File: src/rtl/uart_rx_cmd_ctrl.sv
// Command-frame parser behind the UART receiver: SYNC, ADDR, DATA, CHK -> register write strobe.
// Optional transmit-ack handshake is built when UART_CMD_ACK_EN is defined.
module uart_rx_cmd_ctrl #(
  parameter logic [7:0] SYNC_BYTE   = 8'hA5,
  parameter int         TIMEOUT_CYC = 52080,
  parameter int         CNT_W       = 16
) (
  input  logic       clk,
  input  logic       Rst_rx,
  input  logic [7:0] rx_data,
  input  logic       rx_done,
  output logic       wr_en,
  output logic [7:0] wr_addr,
  output logic [7:0] wr_data,
  output logic       frame_err,
  output logic [7:0] err_cnt,
`ifdef UART_CMD_ACK_EN
  output logic       tx_start,
  output logic [7:0] tx_data,
  input  logic       tx_busy,
`endif
  output logic       busy
);

  // state  | meaning
  // S_IDLE | hunting for SYNC_BYTE, other bytes dropped
  // S_ADDR | next byte is the register address
  // S_DATA | next byte is the register data
  // S_CHK  | next byte must equal addr ^ data
  typedef enum logic [1:0] {S_IDLE, S_ADDR, S_DATA, S_CHK} state_t;

  state_t           state, state_nxt;
  logic [7:0]       addr_q, data_q;
  logic [CNT_W-1:0] cnt;
  logic             timeout, wr_go, err_go;

  // Expiry fires on the edge at which the count would reach TIMEOUT_CYC-1.
  assign timeout = (state != S_IDLE) && !rx_done && (cnt == CNT_W'(TIMEOUT_CYC - 2));
  assign busy    = (state != S_IDLE);

  always_comb begin
    state_nxt = state;
    wr_go     = 1'b0;
    err_go    = 1'b0;
    case (state)
      S_IDLE: if (rx_done && rx_data == SYNC_BYTE) state_nxt = S_ADDR;
      S_ADDR: begin
        if (rx_done)      state_nxt = S_DATA;
        else if (timeout) begin state_nxt = S_IDLE; err_go = 1'b1; end
      end
      S_DATA: begin
        if (rx_done)      state_nxt = S_CHK;
        else if (timeout) begin state_nxt = S_IDLE; err_go = 1'b1; end
      end
      S_CHK: begin
        if (rx_done) begin
          state_nxt = S_IDLE;
          if (rx_data == (addr_q ^ data_q)) wr_go = 1'b1;
          else                              err_go = 1'b1;
        end else if (timeout) begin
          state_nxt = S_IDLE;
          err_go    = 1'b1;
        end
      end
      default: state_nxt = S_IDLE;
    endcase
  end

  always_ff @(posedge clk or negedge Rst_rx) begin
    if (!Rst_rx) begin
      state     <= S_IDLE;
      cnt       <= '0;
      addr_q    <= 8'h00;
      data_q    <= 8'h00;
      wr_en     <= 1'b0;
      wr_addr   <= 8'h00;
      wr_data   <= 8'h00;
      frame_err <= 1'b0;
      err_cnt   <= 8'h00;
    end else begin
      state     <= state_nxt;
      wr_en     <= wr_go;
      frame_err <= err_go;
      if (state == S_IDLE || rx_done) cnt <= '0;
      else                            cnt <= cnt + CNT_W'(1);
      if (state == S_ADDR && rx_done) addr_q <= rx_data;
      if (state == S_DATA && rx_done) data_q <= rx_data;
      if (wr_go) begin
        wr_addr <= addr_q;
        wr_data <= data_q;
      end
      if (err_go && err_cnt != 8'hFF) err_cnt <= err_cnt + 8'h01;
    end
  end

`ifdef UART_CMD_ACK_EN
  logic       ack_pend;
  logic [7:0] ack_code;

  // A fresh outcome always replaces whatever ack is still waiting.
  always_ff @(posedge clk or negedge Rst_rx) begin
    if (!Rst_rx) begin
      ack_pend <= 1'b0;
      ack_code <= 8'h00;
      tx_start <= 1'b0;
      tx_data  <= 8'h00;
    end else begin
      tx_start <= 1'b0;
      if (wr_go || err_go) begin
        ack_pend <= 1'b1;
        ack_code <= wr_go ? 8'h06 : 8'h15;
      end else if (ack_pend && !tx_busy) begin
        ack_pend <= 1'b0;
        tx_start <= 1'b1;
        tx_data  <= ack_code;
      end
    end
  end
`endif

endmodule
File: config.mk
export PLATFORM = sky130hd
export DESIGN_NAME = uart_rx_cmd_ctrl
export DESIGN_NICKNAME = d
export VERILOG_FILES = /design/src/rtl/uart_rx_cmd_ctrl.sv
export SDC_FILE = /design/constraint.sdc
export NUM_CORES = 1
export LEC_CHECK = 0
export BUFFER_PORTS_ARGS = -buffer_cell sky130_fd_sc_hd__buf_2
export CORE_MARGIN = 2
export CORE_UTILIZATION = 35
export CTS_BUF_LIST = sky130_fd_sc_hd__clkbuf_2 sky130_fd_sc_hd__clkbuf_4 sky130_fd_sc_hd__clkbuf_8
export DETAILED_ROUTE_END_ITERATION = 7
export PLACE_DENSITY = 0.58
export SYNTH_ARGS = -nofsm -noshare
export SYNTH_HDL_FRONTEND = slang
export SYNTH_SLANG_ARGS = --single-unit
File: constraint.sdc
create_clock -name clk -period 4.1 [get_ports clk]
set_input_delay 0.41 -clock clk [delete_from_list [all_inputs] [get_ports clk]]
set_output_delay 0.41 -clock clk [all_outputs]
set_load 0.03 [all_outputs]
* Word level (Yosys, flattened, before mapping)
Cells that the tools add are included.
** Storage, ports and cells
- Register bits :: 60
- Output and inout bits :: 27
- Word-level logic and storage cells :: 46
** Operators by class
- Add/sub/neg operators :: 2
- Equality and inequality tests :: 8
- Muxes and demuxes :: 15
- Bitwise operators :: 1
- Reduce and logical (&&, ||, !) cells :: 11
** Operator list (count)
- adder 16 x 1 -> 16 bit, second input constant :: 1
- equality test 16 bit, second input constant :: 1
- two-way mux 16 bit :: 1
- two-way mux 2 bit :: 5
- adder 8 x 1 -> 8 bit, second input constant :: 1
- equality test 8 bit :: 1
- equality test 8 bit, second input constant :: 1
- inequality test 8 bit, second input constant :: 1
- one-hot mux 2 bit (4 select lines) :: 1
- bitwise XOR 8 bit :: 1
- two-way mux 1 bit :: 7
- logical AND 1 bit :: 6
- equality test 2 bit, second input constant :: 2
- equality test 2 x 1 -> 1 bit, second input constant :: 1
- logical NOT 2 bit :: 1
- inequality test 2 bit, second input constant :: 1
- one-hot mux 1 bit (2 select lines) :: 1
- nonzero test 2 bit :: 1
- OR reduction 2 bit :: 1
- logical NOT 1 bit :: 1
- logical OR 1 bit :: 1

* Logic depth before layout (Yosys ltp)
- Word-level depth :: 7
- Depth in mapped cells :: 8
- Mapped depth without buffers :: 7

* Worst setup path after synthesis
No wires, ideal clock.
- Path kind :: register to register
- Start point :: register state[0]
- End point :: register err_cnt[1]
- Arrival :: 2119 ps
- Data required time :: 3972 ps
- Setup slack :: 1853 ps
- Cell stages (with the launch flop) :: 9
- Path buffers :: 1
- Clock period less this slack :: 2247 ps
- Path through :: dfrtp_1 inv_1 ha_1 or2_1 buf_6 nor4_4 o2111ai_2 a21oi_1 mux2_1
** On the way
- Word-level cells in the longest chain between the ends :: 7
- Elaborated cells between the ends (all ways) :: 12
** Ends and longest elaborated chain
- from (decl) :: RTL line 32 : state_t state, state_nxt;
- from (signal assigned) :: RTL line 81 : state <= state_nxt;
- nonzero test 2 bit :: RTL line 38 : assign timeout = (state != S_IDLE) && !rx_done && (cnt == CNT_W'(TIMEOUT_CYC - 2));
- logical AND 1 bit (2 in series) :: RTL line 38
- two-way mux 1 bit :: RTL line 49, 53, 60
- two-way mux 1 bit (on tied branches) :: RTL line 56, 48
- one-hot mux 1 bit (2 select lines) (*) :: RTL line 45 : case (state)
- logical AND 1 bit (*) :: RTL line 92 : if (err_go && err_cnt != 8'hFF) err_cnt <= err_cnt + 8'h01;
- to (signal assigned) :: RTL line 92
- to (decl) :: RTL line 16 : output logic [7:0] err_cnt,
Mark *: on every way between the ends. The rest lies on a longest branch, timed or not.
A chain may end at the register's enable or synchronous reset.

* Worst setup path in the final report
Same ends and word-level chain as after synthesis.

==> impl_metrics.py <==
metrics = {
    "clock_network": {
        "cts_tree": "done",
        "cts_made_buffers": 9,
        "h-tree-depth": 3,
        "cts_setup_buffers": 0,
        "cts-hold-fix-buffers": 0,
        "cts-root-buf": "clkbuf_8",
        "clk_pin_slew_ps": 70,
        "clk-insertion-delay-late_ps": 350,
        "cts.sink_count": 60,
        "clock_path_buffers": 2,
        "cts_resized": 0,
    },
    "placement": {
        "port_buffers": 37,
        "dp.cells": 358,
        "routabilityCongestion": 0.735,
        "place_hpwl_um": 3830,
    },
    "die": {
        "initial_utilization_pct": 36.4,
        "fp.dieH_um": 94.2,
        "dieArea_mm2": 0.00887,
        "rows": 32,
        "die_w_um": 94.2,
        "io_pins": 38,
        "design.core.area_mm2": 0.00781,
    },
    "worst_setup_path": {
        "worstPathArrival_ps": 2880,
        "r2r-end": "err_cnt[1]",
        "r2r_slack_ps": 1460,
        "cp_max_fo": 17,
        "required_ps": 4330,
        "r2r.worst_path.cells": 7,
        "path_class": "flop to flop",
        "start_kind": "flop",
        "r2r_start": "state[0]",
        "critPathCaptureType": "flop",
    },
    "yosys": {
        "synth.top_cell.area_share_pct": 52.8,
        "yosysMostFrequentCell": "dfrtp_1",
        "ys.flop_type": "dfrtp_1",
        "synth-edff-count": 0,
        "ys_top_cells_by_count": "dfrtp_1, mux2_2, nor2_1, xor2_1, nand2_1",
        "yosys_warnings": 0,
        "ys_types": 36,
        "synth-seq-cells": 60,
        "async_reset_ff_share_pct": 100,
        "synth-simple-area-share_pct": 11.3,
        "synth.avg_cell_area_um2": 12.9,
        "synth_compound_gate_area_share_pct": 4.97,
        "synth_top_family_by_area": "multiplexers",
        "synthAdderAreaFrac_pct": 3.08,
        "yosys.area_share.xor_xnor_pct": 12.8,
        "synthCells": 221,
        "syn_area_mm2": 0.00285,
        "synth_top_cell_by_area": "dfrtp_1",
        "synth-seq-area-share_pct": 52.8,
        "synthTopCellsByArea": "dfrtp_1, mux2_2, xnor3_1, xor2_1, ha_1",
        "synthMuxAreaShare_pct": 13.1,
        "syn_nets": 239,
    },
    "sta": {
        "setup_tns_ps": 0,
        "period_minus_slack_ps": 2640,
        "slew_headroom_pct": 52.2,
        "setup_viol": 0,
        "skew_ps": 9.50,
        "hold_viol": 0,
        "grt_setup_unrepaired": "no",
        "max_freq_mhz": 378,
        "worst_slew_pin_slew_ps": 718,
        "period_share_pct": 64.5,
        "slew_violations": 0,
    },
    "drt": {
        "wire_per_inst_um": 14.5,
        "drt_first_pass_iters": 4,
        "ant_nets": 0,
        "vias": 1813,
        "drc_errors": 0,
        "drt_iter0_markers": 57,
        "wirelength_um": 5420,
        "avgViaCountPerCell": 4.85,
    },
    "layout": {
        "diodes": 0,
        "area_delta_synth_final_pct": 19.0,
        "nFillCells": 748,
        "nets": 285,
        "drive_gt1_share_pct": 32.0,
        "finalNonFillerCells": 374,
    },
    "grt": {
        "antenna_found_initial": 0,
        "track_usage_pct": 13.6,
        "grt_pass1_vias": 1803,
        "grt_max_degree": 32,
        "grt_overflow": 0,
        "grt_pass1_wl_um": 8870,
    },
    "run_status": {
        "status": "finished, final reports clean",
    },
    "hold_path": {
        "hold_path.class": "input pin to async pin",
    },
    "pwr": {
        "p_leak_uw": 0.00167,
        "max-vdd-ir-drop_v": 0.000256,
        "p_per_area_mw_per_mm2": 597,
    },
    "job": {
        "maxCapViolations": 0,
    },
}
==> per-stage QoR <==
stage                     hold WS, ps  cell area, um^2  setup slack (ps)  power (uW)  util, %
final                             106             3390              1460        2020     43.4
after detailed placement          472             3140              1460        1380     40.2
after floorplan                   114             2850              1850        1250        -
after CTS                         121             3390              1420        2050     43.4
after global routing              157             3390              1210        2130     43.4
after global placement            462             3140              1510        1370     40.2
==> how the worst max path moves through the flow <==
stage	depth (start not counted)	to	slack, ps	from
after floorplan	8	err_cnt[1]	1850	state[0]
after detailed placement	7	err_cnt[1]	1460	state[0]
final	7	err_cnt[1]	1460	state[0]
after CTS	7	err_cnt[1]	1420	state[0]
after global routing	7	err_cnt[6]	1210	state[0]
after global placement	7	err_cnt[6]	1510	state[0]
==> sequential cells by signal (all words and copies together), names as in the netlist <==
register,flops
data_q,8
wr_data,8
wr_en,1
wr_addr,8
err_cnt,8
state,2
addr_q,8
cnt,16
frame_err,1
==> report_power, final <==
part	total, uW	internal [uW]	switching (uW)	leakage (uW)
Combinational	557	314	244	0.000749
Sequential	809	707	101	0.000799
Clock	657	411	245	0.000124
Total	2020	1430	590	0.00167
==> final cells by class <==
| type | count | area [um^2] | area share [%] |
|---|---|---|---|
| inverter | 7 | 26.3 | 0.776 |
| sequential | 60 | 1500 | 44.3 |
| timing repair buffer | 39 | 200 | 5.91 |
| clock buffer | 10 | 131 | 3.88 |
| clock inverter | 6 | 113 | 3.33 |
| tap | 102 | 128 | 3.77 |
| multi-input combinational | 150 | 1290 | 38.0 |
==> logic make-up (layout without fill, tap and decap cells) <==
logic type / Yosys count / count (layout)
adders and majority gates: 7 / 7
AOI/OAI and AO/OA: 18 / 18
and+or+nand+nor: 63 / 63
xor gates and xnor gates: 29 / 29
muxes: 33 / 33
buffers and inverters: 11 / 62
DFF: 60 / 60
==> critical path: stages (launching register included) <==
cell	delay, ps
dfrtp_1	410
inv_1	80
ha_1	260
or2_1	460
nor4_4	350
o2111ai_2	280
a21oi_1	330
mux2_1	350
==> per-layer routing <==
| metal | GRT usage [%] | vias up | share of wire [%] |
|---|---|---|---|
| met5 | 0 | - | 0 |
| met4 | 6.88 | 0 | 2.2 |
| met3 | 4.65 | 10 | 4.8 |
| met2 | 20.9 | 41 | 47 |
| met1 | 17.1 | 888 | 46 |
| li1 | - | 874 | - |
==> cell usage in the layout, fill, tap and decap left out, types with 4 or more instances in the layout <==
cell / count
a211oi_1: 4
a21oi_1: 4
buf_2: 37
clkbuf_8: 9
dfrtp_1: 60
ha_1: 7
inv_1: 7
mux2_1: 5
mux2_2: 28
nand2_1: 13
nand3_1: 12
nand4_1: 6
nor2_1: 19
xnor2_1: 6
xnor3_1: 8
xor2_1: 15
(Power assumes the default switching activity.)
